==> src/rtl/msx_bus_pkg.sv <==
// Shared MSX bus definitions: wait-generator state encoding and default wait counts.
// Used by the Z80 wait-state generator and its counter.
package msx_bus_pkg;

   typedef enum logic [1:0] {
      ST_IDLE = 2'd0,
      ST_WAIT = 2'd1,
      ST_HOLD = 2'd2
   } wait_state_t;

   // Standard MSX timing: one wait on opcode fetch, none on I/O.
   localparam int MSX_M1_WAITS     = 1;
   localparam int MSX_VDP_IO_WAITS = 0;
   localparam int MSX_CNT_W        = 4;

   // True when no Z80 cycle strobe is asserted.
   function automatic logic bus_quiet(input logic m1_n, input logic mreq_n, input logic iorq_n);
      return m1_n & mreq_n & iorq_n;
   endfunction

endpackage

==> src/rtl/msx_wait_counter.sv <==
// Loadable down-counter that tracks the remaining wait clocks of one bus cycle.
// It never wraps: a decrement request at zero leaves it at zero.
module msx_wait_counter #(
   parameter int CNT_W = 4
) (
   input  logic             clk,
   input  logic             rst_n,
   input  logic             clr,
   input  logic             load,
   input  logic [CNT_W-1:0] load_val,
   input  logic             dec,
   output logic             zero
);

   logic [CNT_W-1:0] cnt_reg;

   always_ff @(posedge clk or negedge rst_n) begin
      if (!rst_n) begin
         cnt_reg <= '0;
      end else if (clr) begin
         cnt_reg <= '0;
      end else if (load) begin
         cnt_reg <= load_val;
      end else if (dec && (cnt_reg != '0)) begin
         cnt_reg <= cnt_reg - 1'b1;
      end
   end

   assign zero = (cnt_reg == '0);

endmodule

==> src/rtl/msx_wait_gen.sv <==
// Z80 /WAIT generator for the MSX bus: holds /WAIT low for a fixed number of clocks
// at the start of each opcode-fetch or I/O cycle, then idles until the strobes release.
module msx_wait_gen
   import msx_bus_pkg::*;
#(
   parameter int M1_WAITS = MSX_M1_WAITS,
   parameter int IO_WAITS = MSX_VDP_IO_WAITS,
   parameter int CNT_W    = MSX_CNT_W
) (
   input  logic clk,
   input  logic rst_n,
   input  logic m1_n,
   input  logic mreq_n,
   input  logic iorq_n,
   input  logic wait_en,
   output logic wait_n,
   output logic busy
);

   // The counter is loaded with N-1 because the load edge itself starts the first wait clock.
   localparam logic [CNT_W-1:0] M1_LOAD = (M1_WAITS > 0) ? CNT_W'(M1_WAITS - 1) : '0;
   localparam logic [CNT_W-1:0] IO_LOAD = (IO_WAITS > 0) ? CNT_W'(IO_WAITS - 1) : '0;
   localparam logic M1_HAS_WAIT = (M1_WAITS > 0);
   localparam logic IO_HAS_WAIT = (IO_WAITS > 0);

   wait_state_t      state_reg;
   wait_state_t      state_next;
   logic             wait_n_reg;
   logic             wait_n_next;

   logic             m1_req;
   logic             io_req;
   logic             intack;
   logic             any_req;
   logic             quiet;
   logic             m1_wait;
   logic             io_wait;

   logic             cnt_clr;
   logic             cnt_load;
   logic [CNT_W-1:0] cnt_load_val;
   logic             cnt_dec;
   logic             cnt_zero;

   // Request decode; an intack looks like I/O but must never get extra waits.
   always_comb begin
      m1_req  = !m1_n & !mreq_n;
      io_req  = !iorq_n & m1_n;
      intack  = !m1_n & !iorq_n;
      any_req = m1_req | io_req | intack;
      quiet   = bus_quiet(m1_n, mreq_n, iorq_n);
      m1_wait = m1_req & wait_en & M1_HAS_WAIT;
      io_wait = io_req & !m1_req & wait_en & IO_HAS_WAIT;
   end

   msx_wait_counter #(
      .CNT_W (CNT_W)
   ) u_counter (
      .clk      (clk),
      .rst_n    (rst_n),
      .clr      (cnt_clr),
      .load     (cnt_load),
      .load_val (cnt_load_val),
      .dec      (cnt_dec),
      .zero     (cnt_zero)
   );

   always_ff @(posedge clk or negedge rst_n) begin
      if (!rst_n) begin
         state_reg  <= ST_IDLE;
         wait_n_reg <= 1'b1;
      end else begin
         state_reg  <= state_next;
         wait_n_reg <= wait_n_next;
      end
   end

   always_comb begin
      state_next = state_reg;
      case (state_reg)
         ST_IDLE: begin
            if (m1_wait || io_wait) begin
               state_next = ST_WAIT;
            end else if (any_req) begin
               state_next = ST_HOLD;
            end
         end
         ST_WAIT: begin
            if (quiet) begin
               state_next = ST_IDLE;
            end else if (cnt_zero) begin
               state_next = ST_HOLD;
            end
         end
         ST_HOLD: begin
            if (quiet) begin
               state_next = ST_IDLE;
            end
         end
         default: begin
            state_next = ST_IDLE;
         end
      endcase
   end

   // A cycle that aborts mid-wait clears the counter so nothing carries into the next cycle.
   always_comb begin
      wait_n_next  = 1'b1;
      cnt_clr      = 1'b0;
      cnt_load     = 1'b0;
      cnt_load_val = '0;
      cnt_dec      = 1'b0;
      case (state_reg)
         ST_IDLE: begin
            if (m1_wait) begin
               cnt_load     = 1'b1;
               cnt_load_val = M1_LOAD;
               wait_n_next  = 1'b0;
            end else if (io_wait) begin
               cnt_load     = 1'b1;
               cnt_load_val = IO_LOAD;
               wait_n_next  = 1'b0;
            end
         end
         ST_WAIT: begin
            if (quiet) begin
               cnt_clr = 1'b1;
            end else if (!cnt_zero) begin
               cnt_dec     = 1'b1;
               wait_n_next = 1'b0;
            end
         end
         ST_HOLD: begin
            wait_n_next = 1'b1;
         end
         default: begin
            cnt_clr = 1'b1;
         end
      endcase
   end

   assign wait_n = wait_n_reg;
   assign busy   = (state_reg != ST_IDLE);

endmodule

==> config.mk <==
export PLATFORM = sky130hd
export DESIGN_NAME = msx_wait_gen
export DESIGN_NICKNAME = d
export VERILOG_FILES = /design/src/rtl/msx_bus_pkg.sv /design/src/rtl/msx_wait_counter.sv /design/src/rtl/msx_wait_gen.sv
export SDC_FILE = /design/constraint.sdc
export NUM_CORES = 1
export LEC_CHECK = 0
export CORE_AREA = 2 2 39 41
export DETAILED_ROUTE_END_ITERATION = 10
export DIE_AREA = 0 0 41 43
export SYNTH_ARGS = -nofsm -noshare
export SYNTH_HDL_FRONTEND = slang
export SYNTH_HIERARCHICAL = 1
export SYNTH_SLANG_ARGS = --single-unit
==> constraint.sdc <==
create_clock -name clk -period 2.4 [get_ports clk]
set_clock_uncertainty 0.05 [all_clocks]
set_input_delay 0.6 -clock clk [delete_from_list [all_inputs] [get_ports clk]]
set_output_delay 0.6 -clock clk [all_outputs]
set_load 0.02 [all_outputs]
Word level (Yosys, flattened, before mapping)
Index checks and enable logic that the tools add are counted.
{"block": "op_classes", "n_addsub": 1, "multipliers": 0, "div": 0, "magnitude_cmp": 0, "n_eq_ne": 5, "shift": 0, "muxes": 20, "n_bitwise": 8, "reduce_logical": 11}
{"op": "two-way mux 4 bit", "count": 3}
{"op": "two-way mux 2 bit", "count": 5}
{"op": "two-way mux 1 bit", "count": 9}
{"op": "bitwise AND 1 bit", "count": 6}
{"op": "inequality test 3 bit, second input constant", "count": 2}
{"op": "case mux 2 bit (3 select lines)", "count": 1}
{"op": "logical NOT 4 bit", "count": 1}
{"op": "case mux 1 bit (2 select lines)", "count": 2}
{"op": "nonzero test 4 bit", "count": 1}
{"op": "subtractor 4 x 1 -> 4 bit, second input constant", "count": 1}
{"op": "logical NOT 1 bit", "count": 3}
{"op": "AND reduction 3 bit", "count": 1}
{"op": "nonzero test 3 bit", "count": 1}
{"op": "== test 2 x 1 -> 1 bit, second input constant", "count": 1}
{"op": "== test 2 bit, second input constant", "count": 1}
{"op": "logical NOT 2 bit", "count": 1}
{"op": "inequality test 2 bit, second input constant", "count": 1}
{"op": "OR 1 bit", "count": 2}
{"op": "nonzero test 2 bit", "count": 1}
{"op": "OR reduction 2 bit", "count": 1}
{"op": "logical AND 1 bit", "count": 1}
{"block": "word_totals", "reg_bits": 7, "latch_bits": 0, "mem_bits_rw": 0, "rom_bits": 0, "in_bits": 6, "memories": 0}

Longest topological paths before layout
{"block": "logic_depth", "word_depth": 8, "ltp_mapped": 9, "ltp_nobuf": 8}

By module
The synthesis kept the hierarchy.
{"module": "msx_wait_counter", "n_inst": 1, "cells_per_inst": 31, "area_per_inst_um2": 292.8, "seq_area_each_um2": 100.1}
{"module": "msx_wait_gen", "n_inst": 1, "cells_per_inst": 16, "area_per_inst_um2": 163.9, "seq_area_each_um2": 76.3}

Worst setup path after synthesis
No wires, ideal clock.
{"block": "synth_path", "path_kind": "reg-to-reg", "from": "register u_counter.cnt_reg[1]", "to": "register u_counter.cnt_reg[3]", "setup_time_ns": 0.145, "t_arrival_ns": 1.908, "required_ns": 2.205, "slack_ns": 0.296, "stages_incl_launch_ff": 10, "period_less_slack_ns": 2.104, "path_cell_list": "dfrtp_1 inv_1 ha_1 or3b_1 buf_2 inv_1 and3b_1 nor4b_1 mux2i_1 a211oi_1"}
{"block": "synth_via", "elab_chain_cells": 6, "elab_cells_between_ends": 11, "classes_between": "add/sub (1); mux (6); reduce/logical (4)"}
{"item": "from (decl)", "line_no": "msx_wait_counter.sv:15", "rtl": "logic [CNT_W-1:0] cnt_reg;"}
{"item": "from (signal assigned)", "line_no": "msx_wait_counter.sv:23", "rtl": "cnt_reg <= load_val;"}
{"item": "from (signal assigned)", "line_no": "msx_wait_counter.sv:25", "rtl": "cnt_reg <= cnt_reg - 1'b1;"}
{"item": "logical NOT 4 bit", "line_no": "msx_wait_counter.sv:29", "rtl": "assign zero = (cnt_reg == '0);"}
{"item": "via cnt_zero", "line_no": "msx_wait_gen.sv:43", "rtl": "logic cnt_zero;"}
{"item": "two-way mux 1 bit", "line_no": "msx_wait_gen.sv:128", "rtl": "end else if (!cnt_zero) begin"}
{"item": "two-way mux 1 bit", "line_no": "msx_wait_gen.sv:126", "rtl": "if (quiet) begin"}
{"item": "two-way mux 1 bit", "line_no": "msx_wait_gen.sv:113", "rtl": "case (state_reg)"}
{"item": "via cnt_dec", "line_no": "msx_wait_gen.sv:42", "rtl": "logic cnt_dec;"}
{"item": "logical AND 1 bit", "line_no": "msx_wait_counter.sv:24", "rtl": "end else if (dec && (cnt_reg != '0)) begin"}
{"item": "nonzero test 3 bit (no line)"}
The timed path passes the listed nets, and every way through them passes these cells. The select of a mux whose other input is x is not followed.
A chain may end at the register's enable or synchronous reset.

Worst setup path after layout
{"block": "layout_path", "from": "input port m1_n", "to": "register u_counter.cnt_reg[3]"}
{"block": "layout_via", "elab_cells_between_ends": 15, "classes_between": "mux (8); bitwise (4); reduce/logical (3)"}
{"item": "from (decl)", "line_no": "msx_wait_gen.sv:12", "rtl": "input logic m1_n,"}
{"item": "bitwise AND 1 bit (2 in a row)", "line_no": "msx_bus_pkg.sv:18", "rtl": "return m1_n & mreq_n & iorq_n;"}
{"item": "two-way mux 1 bit", "line_no": "msx_wait_gen.sv:126"}
{"item": "two-way mux 1 bit", "line_no": "msx_wait_gen.sv:113"}
{"item": "via cnt_dec", "line_no": "msx_wait_gen.sv:42"}
{"item": "logical AND 1 bit", "line_no": "msx_wait_counter.sv:24"}
{"item": "nonzero test 3 bit (no line)"}
The timed path passes the listed nets, and every way through them passes these cells.

==> results by group <==
Clock network
  – Post-CTS setup buffers: 0
  – Clock Path Buffers: 2
  – TritonCTS clock tree: built
  – Total CTS buffers: 3
  – Root buf cell: clkbuf_4
  – Post-CTS Resized: 0
  – Register clock-pin slew on the reported worst setup and hold paths: 60 ps
  – Clock Latency Late Sink: 250 ps
  – H-tree depth: 1
  – Post-CTS Hold Buffers: 0
  – CTS Sinks: 7

Floorplan
  – Die height: 43 um
  – Starting Density: 33.00%
  – Die area: 0.001763 sq mm
  – Chip width: 41 um
  – Num rows: 14
  – I/O pin count: 8
  – Core ar.: 0.001384 sq mm

Worst setup path
  – CP Data Required Time: 2500 ps
  – Slowest cell on crit path: clkdlybuf4s50_1
  – Startpoint Class: input pin
  – Kind of end point of the critical path: flip-flop
  – WP buf/inv: 1
  – CP max FO: 3
  – Arr. time, crit path: 2290 ps
  – Delay-heaviest family, CP: simple AND/OR/NAND/NOR gates
  – CP cell instances: clkdlybuf4s50_1 -> a31oi_1 -> and3b_1 -> nor4b_1 -> mux2i_1 -> a211oi_1
  – Critical setup path kind: in -> reg
  – CP max stage delay: 440 ps

STA
  – Fin crit period: 2185 ps
  – Fmax: 0.4576 GHz
  – Hold Vio Cnt, Final: 0
  – Endpoints failing setup: 0
  – Fin crit share: 91.06%
  – Setup_tns: 0 ps
  – Slew Limit Fails: 0
  – RSZ-0062 raised after global routing: false

Cells and area
  – N_diodes: 0
  – Final nets: 74
  – Max FFs per register: 4
  – Fillcell total: 149
  – Layout area overhead: 35.07%
  – Layout cell share with drive strength beyond 1: 23.08%
  – Post-route cell area: 616.8 sq um

Status
  – Outcome: finished clean

Power and ir drop
  – PwrDens: 801.9 mW/mm^2
  – Leakage: 0.2752 nW
  – Worst VDD drop: 256.4 uV

Logic synthesis
  – Mean Syn Cell Area: 9.717 sq um
  – Mapped Cells: 47
  – Sequential-to-total area share from yosys stat: 38.63%
  – Ys async rst share: 100.0%
  – #FFs+latches synth: 7
  – Synth area leaders: dfrtp_1 (33%), a2111oi_4 (6.0%), dfstp_2 (5.8%)
  – Prevailing post-synth register cell: dfrtp_1
  – YS warnings: 6
  – Synth cell types: 29
  – Area of the mapped netlist: 456.7 sq um
  – EDFF count, synth: 0
  – Cell taking the most area after synthesis: dfrtp_1
  – Yosys top cell area share: 32.88%

Min path
  – Worst hold path type: reg -> reg

Drt
  – Routed Antenna Nets: 0
  – WL per Instance: 12.32 um
  – DRT Pass-1 Iters: 4
  – Final WL: 998 um
  – Post-route DRC: 0
  – DRT iter0 DRCs: 12
  – Via count: 415
  – Via/cell ratio: 5.123

Placement
  – Gp weighted congestion: 0.7316
  – Port Buffer Count: 7
  – Area of placed instances: 590.6 sq um
  – HPWL after DPL: 703.6 um

Global routing
  – Total GRT Usage: 15.19%
  – Pin count of the biggest net entering global routing: 9
  – Initial antenna violation count: 0
  – GRT overflow: 0
  – First-pass GRT wire length: 1745 um
  – Vias in the first global route: 412

Flow run
  – Max Cap Violations: 0
[layer usage]
metal / up-vias / wire, um / global-route usage (%)
met4: 0 / 12 / 12.00
met3: 2 / 49 / 3.141
met5: - / 0 / 0
met1: 204 / 438 / 18.12
met2: 10 / 498 / 22.19
li1: 199 / - / -
[cell usage after synthesis, drive strengths merged, types with 2 or more instances]
cell type	number
dfrtp	6
nand2	2
nor2	7
ha	2
inv	5
a31oi	2
nand3	2
[power by group]
group / switching [W] / internal (W) / leakage (nW)
registers: 0.0000248 / 0.000151 / 0.0845
clock network: 0.0000458 / 0.0000636 / 0.0150
logic: 0.000106 / 0.000103 / 0.176
[cell families after synthesis]
logic type | Yosys count | share of synthesized area, %
adder cells (fa/ha/maj) | 3 | 7.944
multiplexers | 1 | 2.192
AO/OA/AOI/OAI | 8 | 19.73
flip-flops | 7 | 38.63
AND/OR/NAND/NOR | 21 | 25.49
other | 1 | 0.8211
buffers and inverters | 6 | 5.205
[placed cells by master (no fill, tap or decap), types with 2 or more instances in the layout]
| master | count |
|---|---|
| nor2_1 | 6 |
| clkdlybuf4s50_1 | 7 |
| clkbuf_4 | 3 |
| buf_4 | 5 |
| a31oi_1 | 2 |
| nand3_1 | 2 |
| conb_1 | 4 |
| nand2_1 | 2 |
| dfrtp_1 | 6 |
| ha_1 | 2 |
| inv_1 | 5 |
[metrics by stage]
step | cells | hold WS, ps | power, W | utilization (%) | setup slack (ps)
finish | 81 | 466.6 | 0.0004946 | 44.57 | 214.5
global route | 81 | 484.4 | 0.0005361 | 44.57 | 110.6
detailed placement | 77 | 457.6 | 0.0003822 | 42.68 | 68.45
CTS | 81 | 466.6 | 0.0004983 | 44.57 | 259.6
global placement | 77 | 451.9 | 0.0003760 | 42.68 | 91.09
floorplan | 50 | 254.4 | 0.0003242 | - | 296.5
[layout make-up]
type | instances | area (sq um) | area share, %
multi-input cells | 37 | 267.8 | 43.41
inverters | 5 | 18.77 | 3.043
flip-flops and latches | 7 | 176.4 | 28.60
repair buffers | 12 | 107.6 | 17.44
clock buffers | 4 | 26.28 | 4.260
well taps | 16 | 20.02 | 3.245
[worst paths after layout]
check | start | to | slack (ps) | depth (start not counted)
max | m1_n | u_counter/cnt_reg[3]$_DFFE_PN0P_ | 210 | 6
min | state_reg[0]$_DFFE_PN0P_ | state_reg[1]$_DFFE_PN0P_ | 470 | 1
max reg2reg | u_counter/cnt_reg[0]$_DFFE_PN0P_ | u_counter/cnt_reg[3]$_DFFE_PN0P_ | 310 | 8
min reg2reg | state_reg[0]$_DFFE_PN0P_ | state_reg[1]$_DFFE_PN0P_ | 470 | 1
max in group asynchronous | rst_n | wait_n$_DFF_PN1_ | 1450 | 1
min in group asynchronous | rst_n | state_reg[1]$_DFFE_PN0P_ | 560 | 1
(Power assumes the default switching activity.)
